File: config.mk
export PLATFORM = sky130hd
export DESIGN_NAME = vector_mem_sequencer_flat
export DESIGN_NICKNAME = d
export VERILOG_FILES = /design/src/rtl/vector_pkg.sv /design/src/rtl/vector_mem_sequencer_if.sv /design/src/rtl/vmem_addr_gen.sv /design/src/rtl/vector_mem_sequencer.sv /design/src/flat_wrapper.sv
export SDC_FILE = /design/constraint.sdc
export NUM_CORES = 1
export LEC_CHECK = 0
export CAP_MARGIN = 0
export CORE_AREA = 2 2 181 183
export CTS_CLUSTER_DIAMETER = 100
export DETAILED_ROUTE_END_ITERATION = 16
export DIE_AREA = 0 0 183 185
export PLACE_DENSITY = 0.75
export SLEW_MARGIN = 20
export SYNTH_ARGS = -nofsm -noshare
export SYNTH_HDL_FRONTEND = slang
export SYNTH_SLANG_ARGS = --single-unit
export TNS_END_PERCENT = 30
File: constraint.sdc
create_clock -name clk -period 8.5 [get_ports clk]
set_clock_uncertainty 0.2 [all_clocks]
set_input_delay 1.7 -clock clk [delete_from_list [all_inputs] [get_ports clk]]
set_output_delay 1.7 -clock clk [all_outputs]
set_load 0.01 [all_outputs]
File: src/rtl/vector_pkg.sv
// Shared types and constants for the vector memory sequencer.
// The stride port is only present when VMEM_STRIDE_EN is defined.
package vector_pkg;

    localparam int unsigned ELEM_W      = 32;
    localparam logic [31:0] UNIT_STRIDE = 32'd4;

    typedef enum logic [1:0] {
        IDLE = 2'd0,
        REQ  = 2'd1,
        DONE = 2'd2
    } vmem_state_t;

endpackage

File: src/rtl/vector_mem_sequencer_if.sv
// Element-level memory bus between the vector sequencer (master) and memory (slave).
interface vector_mem_sequencer_if;
    import vector_pkg::*;

    logic              mem_req;
    logic              mem_we;
    logic [31:0]       mem_addr;
    logic [ELEM_W-1:0] mem_wdata;
    logic              mem_ack;
    logic [ELEM_W-1:0] mem_rdata;

    modport master (
        output mem_req, mem_we, mem_addr, mem_wdata,
        input  mem_ack, mem_rdata
    );

    modport slave (
        input  mem_req, mem_we, mem_addr, mem_wdata,
        output mem_ack, mem_rdata
    );

endinterface

File: src/rtl/vmem_addr_gen.sv
// Element address register: loads base on start, then steps to base + (idx+1)*stride
// as each element completes. Arithmetic wraps modulo 2^32.
module vmem_addr_gen #(
    parameter int unsigned IDX_W = 2
) (
    input  logic             clk,
    input  logic             rst_n,
    input  logic [31:0]      base,
    input  logic [31:0]      stride,
    input  logic [IDX_W-1:0] idx,
    input  logic             load,
    input  logic             increment,
    output logic [31:0]      addr
);

    logic [31:0] base_q;
    logic [31:0] stride_q;
    logic [31:0] addr_q;
    logic [31:0] addr_d;

    always_comb begin
        addr_d = addr_q;
        if (load) begin
            addr_d = base;
        end else if (increment) begin
            addr_d = base_q + (32'(idx) + 32'd1) * stride_q;
        end
    end

    always_ff @(posedge clk or negedge rst_n) begin
        if (!rst_n) begin
            base_q   <= '0;
            stride_q <= '0;
            addr_q   <= '0;
        end else begin
            if (load) begin
                base_q   <= base;
                stride_q <= stride;
            end
            addr_q <= addr_d;
        end
    end

    assign addr = addr_q;

endmodule

File: src/rtl/vector_mem_sequencer.sv
// Sequences a vector load/store as N single-element memory requests, stalling the front end.
// Define VMEM_STRIDE_EN to add the stride port; otherwise elements are unit-stride words.
module vector_mem_sequencer
    import vector_pkg::*;
#(
    parameter int unsigned N = 4
) (
    input  logic                  clk,
    input  logic                  rst_n,
    input  logic                  start,
    input  logic                  is_store,
    input  logic [31:0]           base_addr,
`ifdef VMEM_STRIDE_EN
    input  logic [31:0]           stride,
`endif
    input  logic [N*ELEM_W-1:0]   store_data,
    vector_mem_sequencer_if.master mem,
    output logic                  stall,
    output logic [N*ELEM_W-1:0]   load_data,
    output logic                  load_valid,
    output logic                  busy
);

    localparam int unsigned     IDX_W = (N > 1) ? $clog2(N) : 1;
    localparam logic [IDX_W-1:0] LAST = IDX_W'(N - 1);

    vmem_state_t        state_q, state_d;
    logic [IDX_W-1:0]   idx_q, idx_d;
    logic               is_store_q;
    logic [N*ELEM_W-1:0] sdata_q;
    logic [N*ELEM_W-1:0] ldata_q;
    logic [31:0]        stride_w;
    logic [31:0]        addr_w;
    logic               start_op;
    logic               elem_done;

`ifdef VMEM_STRIDE_EN
    assign stride_w = stride;
`else
    assign stride_w = UNIT_STRIDE;
`endif

    assign start_op  = (state_q == IDLE) && start;
    assign elem_done = (state_q == REQ) && mem.mem_ack;

    always_comb begin
        state_d = state_q;
        idx_d   = idx_q;
        case (state_q)
            IDLE: begin
                if (start) begin
                    state_d = REQ;
                    idx_d   = '0;
                end
            end
            REQ: begin
                if (mem.mem_ack) begin
                    if (idx_q == LAST) begin
                        state_d = DONE;
                    end else begin
                        idx_d = idx_q + IDX_W'(1);
                    end
                end
            end
            DONE:    state_d = IDLE;
            default: state_d = IDLE;
        endcase
    end

    always_ff @(posedge clk or negedge rst_n) begin
        if (!rst_n) begin
            state_q    <= IDLE;
            idx_q      <= '0;
            is_store_q <= 1'b0;
            sdata_q    <= '0;
            ldata_q    <= '0;
        end else begin
            state_q <= state_d;
            idx_q   <= idx_d;
            if (start_op) begin
                is_store_q <= is_store;
                sdata_q    <= store_data;
            end
            if (elem_done && !is_store_q) begin
                ldata_q[idx_q*ELEM_W +: ELEM_W] <= mem.mem_rdata;
            end
        end
    end

    // Address is registered so it is stable for the whole request, however long ack takes.
    vmem_addr_gen #(
        .IDX_W (IDX_W)
    ) u_addr_gen (
        .clk       (clk),
        .rst_n     (rst_n),
        .base      (base_addr),
        .stride    (stride_w),
        .idx       (idx_q),
        .load      (start_op),
        .increment (elem_done && (idx_q != LAST)),
        .addr      (addr_w)
    );

    assign mem.mem_req   = (state_q == REQ);
    assign mem.mem_we    = is_store_q;
    assign mem.mem_addr  = addr_w;
    assign mem.mem_wdata = sdata_q[idx_q*ELEM_W +: ELEM_W];

    assign stall      = (state_q == REQ) || start_op;
    assign busy       = (state_q != IDLE);
    assign load_valid = (state_q == DONE) && !is_store_q;
    assign load_data  = ldata_q;

endmodule

File: src/flat_wrapper.sv
// flat-port wrapper written by rule: the top's interface ports become plain ports
module vector_mem_sequencer_flat import vector_pkg::*;
#(
    parameter int unsigned N = 4
)
  (clk, rst_n, start, is_store, base_addr, store_data, stall, load_data, load_valid, busy, mem_mem_req, mem_mem_we, mem_mem_addr, mem_mem_wdata, mem_mem_ack, mem_mem_rdata);
  vector_mem_sequencer_if mem_i ();
  input  logic clk;
  input  logic rst_n;
  input  logic start;
  input  logic is_store;
  input  logic [31:0] base_addr;
  input  logic [N*ELEM_W-1:0] store_data;
  output logic stall;
  output logic [N*ELEM_W-1:0] load_data;
  output logic load_valid;
  output logic busy;
  output wire logic [$bits(mem_i.mem_req)-1:0] mem_mem_req;
  output wire logic [$bits(mem_i.mem_we)-1:0] mem_mem_we;
  output wire logic [$bits(mem_i.mem_addr)-1:0] mem_mem_addr;
  output wire logic [$bits(mem_i.mem_wdata)-1:0] mem_mem_wdata;
  input wire logic [$bits(mem_i.mem_ack)-1:0] mem_mem_ack;
  input wire logic [$bits(mem_i.mem_rdata)-1:0] mem_mem_rdata;
  assign mem_mem_req = mem_i.mem_req;
  assign mem_mem_we = mem_i.mem_we;
  assign mem_mem_addr = mem_i.mem_addr;
  assign mem_mem_wdata = mem_i.mem_wdata;
  assign mem_i.mem_ack = mem_mem_ack;
  assign mem_i.mem_rdata = mem_mem_rdata;
  vector_mem_sequencer #(.N(N)) u_core (.clk(clk), .rst_n(rst_n), .start(start), .is_store(is_store), .base_addr(base_addr), .store_data(store_data), .mem(mem_i), .stall(stall), .load_data(load_data), .load_valid(load_valid), .busy(busy));
endmodule
# [Word level (Yosys, flattened, before mapping)]
# Index checks and enable logic that the tools add are counted.
[classes] shifts=3 reduce_logical=13 n_mul=1 mux=11 addsub=4 n_eq_ne=8
[op_table] cell="bitwise mux 128 bit" count=1
[op_table] cell="variable shift 32 x 34 -> 128 bit, first input constant" count=1
[op_table] cell="variable part select 128 x 8 -> 32 bit" count=1
[op_table] cell="variable part select 32 x 34 -> 128 bit" count=1
[op_table] cell="two-way mux 32 bit" count=2
[op_table] cell="negator 7 -> 34 bit" count=1
[op_table] cell="adder 32 bit" count=1
[op_table] cell="multiplier 32 x 1 -> 30 bit" count=1
[op_table] cell="two-way mux 2 bit" count=6
[op_table] cell="case mux 2 bit (2 select lines)" count=2
[op_table] cell="inequality test 2 bit, second input constant" count=3
[op_table] cell="nonzero test 2 bit" count=3
[op_table] cell="logical AND 1 bit" count=5
[op_table] cell="equality test 2 bit, second input constant" count=2
[op_table] cell="inequality test 2 x 1 -> 1 bit, second input constant" count=2
[op_table] cell="AND reduction 4 bit" count=1
[op_table] cell="adder 2 x 1 -> 3 bit, second input constant" count=1
[op_table] cell="AND reduction 3 bit" count=1
[op_table] cell="adder 2 x 1 -> 2 bit, second input constant" count=1
[op_table] cell="equality test 2 x 1 -> 1 bit, second input constant" count=1
[op_table] cell="zero test 2 bit" count=1
[op_table] cell="zero test 1 bit" count=1
[op_table] cell="logical OR 1 bit" count=1
[word_totals] output_inout_bits=197 in_bits=197 word_cells=48 regBits=326

# [Logic depth before layout (Yosys ltp)]
[depth] depth_word=5 mapped_depth=12 mapped_depth_nobuf=9

# [By module]
# A second synthesis with hierarchy kept.
[hier_totals] hier_cells=1731 hier_area_um2=18948.2
[by_module_without_submodules] mod="vector_mem_sequencer" area_each_um2=11353.4 seq_area_each_um2=6531.3 cells_per_inst=911 n_inst=1
[by_module_without_submodules] mod="vmem_addr_gen" area_each_um2=7594.8 seq_area_each_um2=2402.3 cells_per_inst=820 n_inst=1

# [Worst setup path after synthesis]
# No wires, ideal clock.
[synth_timing] kind="input port to output port" start="input start" end="output stall" cell_stages=4 setup_slack_ns=4.101 required_time_ns=6.600 n_path_buf=2 arrival_time_ns=2.499 path_cell_list="nand2_1 > buf_2 > buf_1 > nand2_1"
[synth_via] elab_chain_cells=2
[synth_rtl] item="start, declared" line_no="flat_wrapper.sv:10" text="input logic start;"
[synth_rtl] item="logical AND 1 bit" line_no="vector_mem_sequencer.sv:43" text="assign start_op = (state_q == IDLE) && start;"
[synth_rtl] item="logical OR 1 bit" line_no="vector_mem_sequencer.sv:109" text="assign stall = (state_q == REQ) || start_op;"
[synth_rtl] item="end, declared" line_no="flat_wrapper.sv:14" text="output logic stall;"
# Every way passes these cells.

# [Worst setup path in the final report]
# Ends and elaborated chain as after synthesis.

==> impl_metrics.env <==
export IMPL_outcome="complete, no violations"
export IMPL_cts_sink_count=326
export IMPL_coreArea_um2=32040
export IMPL_holdPathStages=2
export IMPL_setup_tns_ns=0
export IMPL_detail_route_antenna_nets=0
export IMPL_drt_first_iter_violations=750
export IMPL_largest_net_degree_at_the_start_of_global_routing=136
export IMPL_timing_max_transition_violations_final=0
export IMPL_power_switching_fraction_pct=35.60
export IMPL_place_hpwl_mm=27.08
export IMPL_synthXorXnorAreaFrac_pct=1.478
export IMPL_synthesis_instances=1527
export IMPL_nets=2083
export IMPL_clock_tree_htree_level_count=2
export IMPL_wl_mm=40.06
export IMPL_start_kind="input pin"
export IMPL_setup_viol_count_final=0
export IMPL_post_synthesis_net_count=1733
export IMPL_number_of_global_route_vias_before_repair=11960
export IMPL_synth_simple_area_share_pct=24.11
export IMPL_cts_buffer_depth=3
export IMPL_die_width_um=183
export IMPL_power_static_leakage_uw=0.008842
export IMPL_post_synth_fa_ha_maj_area_fraction_pct=0.8448
export IMPL_depth_of_the_worst_register_to_register_path=9
export IMPL_mappedNetlistArea_um2=14220
export IMPL_cts_tree="built"
export IMPL_synth_top_family_by_area="simple AND/OR/NAND/NOR gates"
export IMPL_seq_area_frac_synth_pct=57.38
export IMPL_yosys_mux_area_fraction_pct=5.509
export IMPL_path_class="in2out"
export IMPL_finalHoldViolations=0
export IMPL_arrival_ns=3.43
export IMPL_gp_routability_congestion=0.8199
export IMPL_worst_setup_path_end_kind="output pin"
export IMPL_timing_fmax_mhz=187.6
export IMPL_antenna_violations_before_repair=2
export IMPL_area_fraction_in_compound_gates_after_synthesis_pct=7.472
export IMPL_cp_max_fo=63
export IMPL_post_layout_instance_count_excluding_filler_cells=2314
export IMPL_ys_dominant_reg_cell="dfrtp_1"
export IMPL_cts_setup_buffers=0
export IMPL_timing_critical_path_required_ns=6.60
export IMPL_synth_area_per_cell_um2=9.311
export IMPL_clock_input_transition_at_the_sequential_cells_of_the_worst_setup_and_hold_paths_ns=0.06
export IMPL_power_share_combinational_pct=41.8
export IMPL_timing_worst_slew_pin_value_ns=0.9752
export IMPL_int_power_uw=4717
export IMPL_power_per_cell_area_nw_per_um2=373.9
export IMPL_worstSkewPairLatency_ns=0.51
export IMPL_flop_pwr_share_pct=36.4
export IMPL_async_set_or_reset_flop_fraction_in_the_synthesized_netlist_pct=100.0
export IMPL_synth_edf_count=0
export IMPL_die_height_um=185
export IMPL_place_detailed_instances=2246
export IMPL_total_power_uw=7324
export IMPL_cts_hold_buf=0
export IMPL_grt_util_all_layers_pct=23.46
export IMPL_buffer_ports_inserted=393
export IMPL_vias_per_cell=5.131
export IMPL_root_buffer="clkbuf_16"
export IMPL_max_cap_violations=0
export IMPL_layout_drive_gt1_share_pct=6.839
export IMPL_yosys_warnings=0
export IMPL_postSynthRegisterBits=326
export IMPL_cts_made_buffers=37
export IMPL_floorplan_io_pins=394
export IMPL_ys_types=47
export IMPL_detailroute_via_count=11870
export IMPL_post_cts_resize_count=0
export IMPL_global_route_wire_length_before_repair_mm=63.22
export IMPL_slew_limit_headroom_pct=34.99
export IMPL_drc=0
export IMPL_wl_per_cell_um=17.31
export IMPL_num_rows=66
export IMPL_hold_path_class="reg2reg"
export IMPL_clkPwrFrac_pct=21.9
export IMPL_grt_setup_unrepaired="no"
export IMPL_area_growth_synth_to_final_pct=37.76
export IMPL_final_min_period_over_clock_period_pct=62.70
export IMPL_overflow=0
export IMPL_layout_core_utilization_pct=61.13
export IMPL_period_minus_slack_ns=5.330
export IMPL_die_area_um2=33860
export IMPL_drt_pre_antenna_iters=5
export IMPL_switch_pwr_uw=2607
export IMPL_vdd_ir_drop_worst_v=0.0002926
export IMPL_floorplan_initialDensity_pct=44.37
cells in the final DEF, fill, tap and decap left out, drive strengths merged, types with 8 or more instances in the layout:
cell type and instances:
xnor2 11, xor2 13, ha 8, o21ai 152, clkbuf 48, mux4 32
nand2 767, a22oi 18, clkinv 9, nor2 12, and3 10, nand4 9
clkdlybuf4s50 392, nand3 10, buf 12, dfrtp 326
flip-flops by register name, indices dropped and copies added (netlist names):
| name | count |
|---|---|
| u_core.idx_q | 2 |
| u_core.load_data | 128 |
| u_core.mem.mem_we | 1 |
| u_core.sdata_q | 128 |
| u_core.state_q | 2 |
| u_core.u_addr_gen.addr | 32 |
| u_core.u_addr_gen.base_q | 32 |
| u_core.u_addr_gen.stride_q | 1 |
per-stage QoR:
stage          hold slack (ns)  worst slack [ns]  cell area (µm²)
2_1_floorplan           0.2358             4.101            14220
3_3_place_gp            0.2477             3.196            18350
3_5_place_dp            0.2568             3.176            18350
4_1_cts                 0.2713             3.174            19570
5_1_grt                 0.2891             3.093            19580
6_report                0.2669             3.170            19590
synthesized netlist by cell type, types with 3 or more instances:
library cell | n | area share [%]
nor3_1 | 5 | 0.18
and2_1 | 7 | 0.31
buf_1 | 6 | 0.16
nand2_4 | 4 | 0.32
nor4_2 | 4 | 0.35
a21o_1 | 4 | 0.21
and4_1 | 4 | 0.25
o21ai_1 | 140 | 4.9
buf_6 | 4 | 0.32
nor2_1 | 12 | 0.32
mux4_2 | 32 | 5.1
o31ai_1 | 6 | 0.32
and3_1 | 10 | 0.44
xor2_1 | 13 | 0.80
ha_1 | 8 | 0.70
nand2_1 | 763 | 20
clkbuf_1 | 37 | 0.98
xnor2_1 | 11 | 0.68
buf_2 | 46 | 1.6
nand4_1 | 6 | 0.26
nand3_1 | 9 | 0.32
mux2i_1 | 4 | 0.28
nand2b_1 | 4 | 0.18
a22oi_1 | 18 | 0.95
a21oi_1 | 3 | 0.11
o21ai_0 | 12 | 0.42
dfrtp_1 | 326 | 57
inv_1 | 5 | 0.13
power groups by stage:
stage               Clock (µW)  Combinational [µW]  Sequential [µW]
floorplan                    0                1510             2720
global placement             0                3010             2640
detailed placement           0                3080             2670
CTS                       1640                3090             2660
global route              1700                3360             2750
finish                    1600                3060             2660
kinds of logic after synthesis:
| logic type | after synthesis |
|---|---|
| buffers and inverters | 98 |
| AO/OA/AOI/OAI | 191 |
| AND/OR/NAND/NOR | 841 |
| adder cells (fa/ha/maj) | 9 |
| XOR/XNOR | 24 |
| multiplexers | 38 |
| flip-flops | 326 |
worst max-delay path: stages:
cell and delay (ns):
clkdlybuf4s50_1 0.57, nand2_4 0.39, nand2_1 0.20, clkdlybuf4s50_1 0.56
cell type report:
type / instances / area, µm²
clock inverter: 15 / 183.9
timing repair buffer: 404 / 4034
antenna: 5 / 12.51
clock buffer: 48 / 1037
tap: 408 / 510.5
inverter: 5 / 18.77
multi-input combinational: 1103 / 5630
sequential: 326 / 8159
fill: 2668 / 12450
per-layer routing:
| metal | wire length (µm) | vias up | global-route usage, % |
|---|---|---|---|
| met3 | 3144 | 83 | 6.351 |
| met5 | 0 | - | 0 |
| met2 | 19170 | 434 | 38.80 |
| li1 | - | 5646 | - |
| met1 | 16400 | 5711 | 29.83 |
| met4 | 1347 | 0 | 8.416 |
final timing paths:
kind | startpoint | endpoint | slack, ns
worst max-delay path | start | stall | 3.17
worst min-delay path | u_core.sdata_q[79]$_DFFE_PN0P_ | u_core.sdata_q[79]$_DFFE_PN0P_ | 0.27
worst max register to register | u_core.idx_q[0]$_DFFE_PN0P_ | u_core.u_addr_gen.addr[29]$_DFFE_PN0P_ | 5.18
max in group asynchronous | rst_n | u_core.sdata_q[98]$_DFFE_PN0P_ | 5.46
min in group asynchronous | rst_n | u_core.sdata_q[70]$_DFFE_PN0P_ | 1.02
worst min register to register | u_core.sdata_q[79]$_DFFE_PN0P_ | u_core.sdata_q[79]$_DFFE_PN0P_ | 0.27
(Power assumes the default switching activity.)
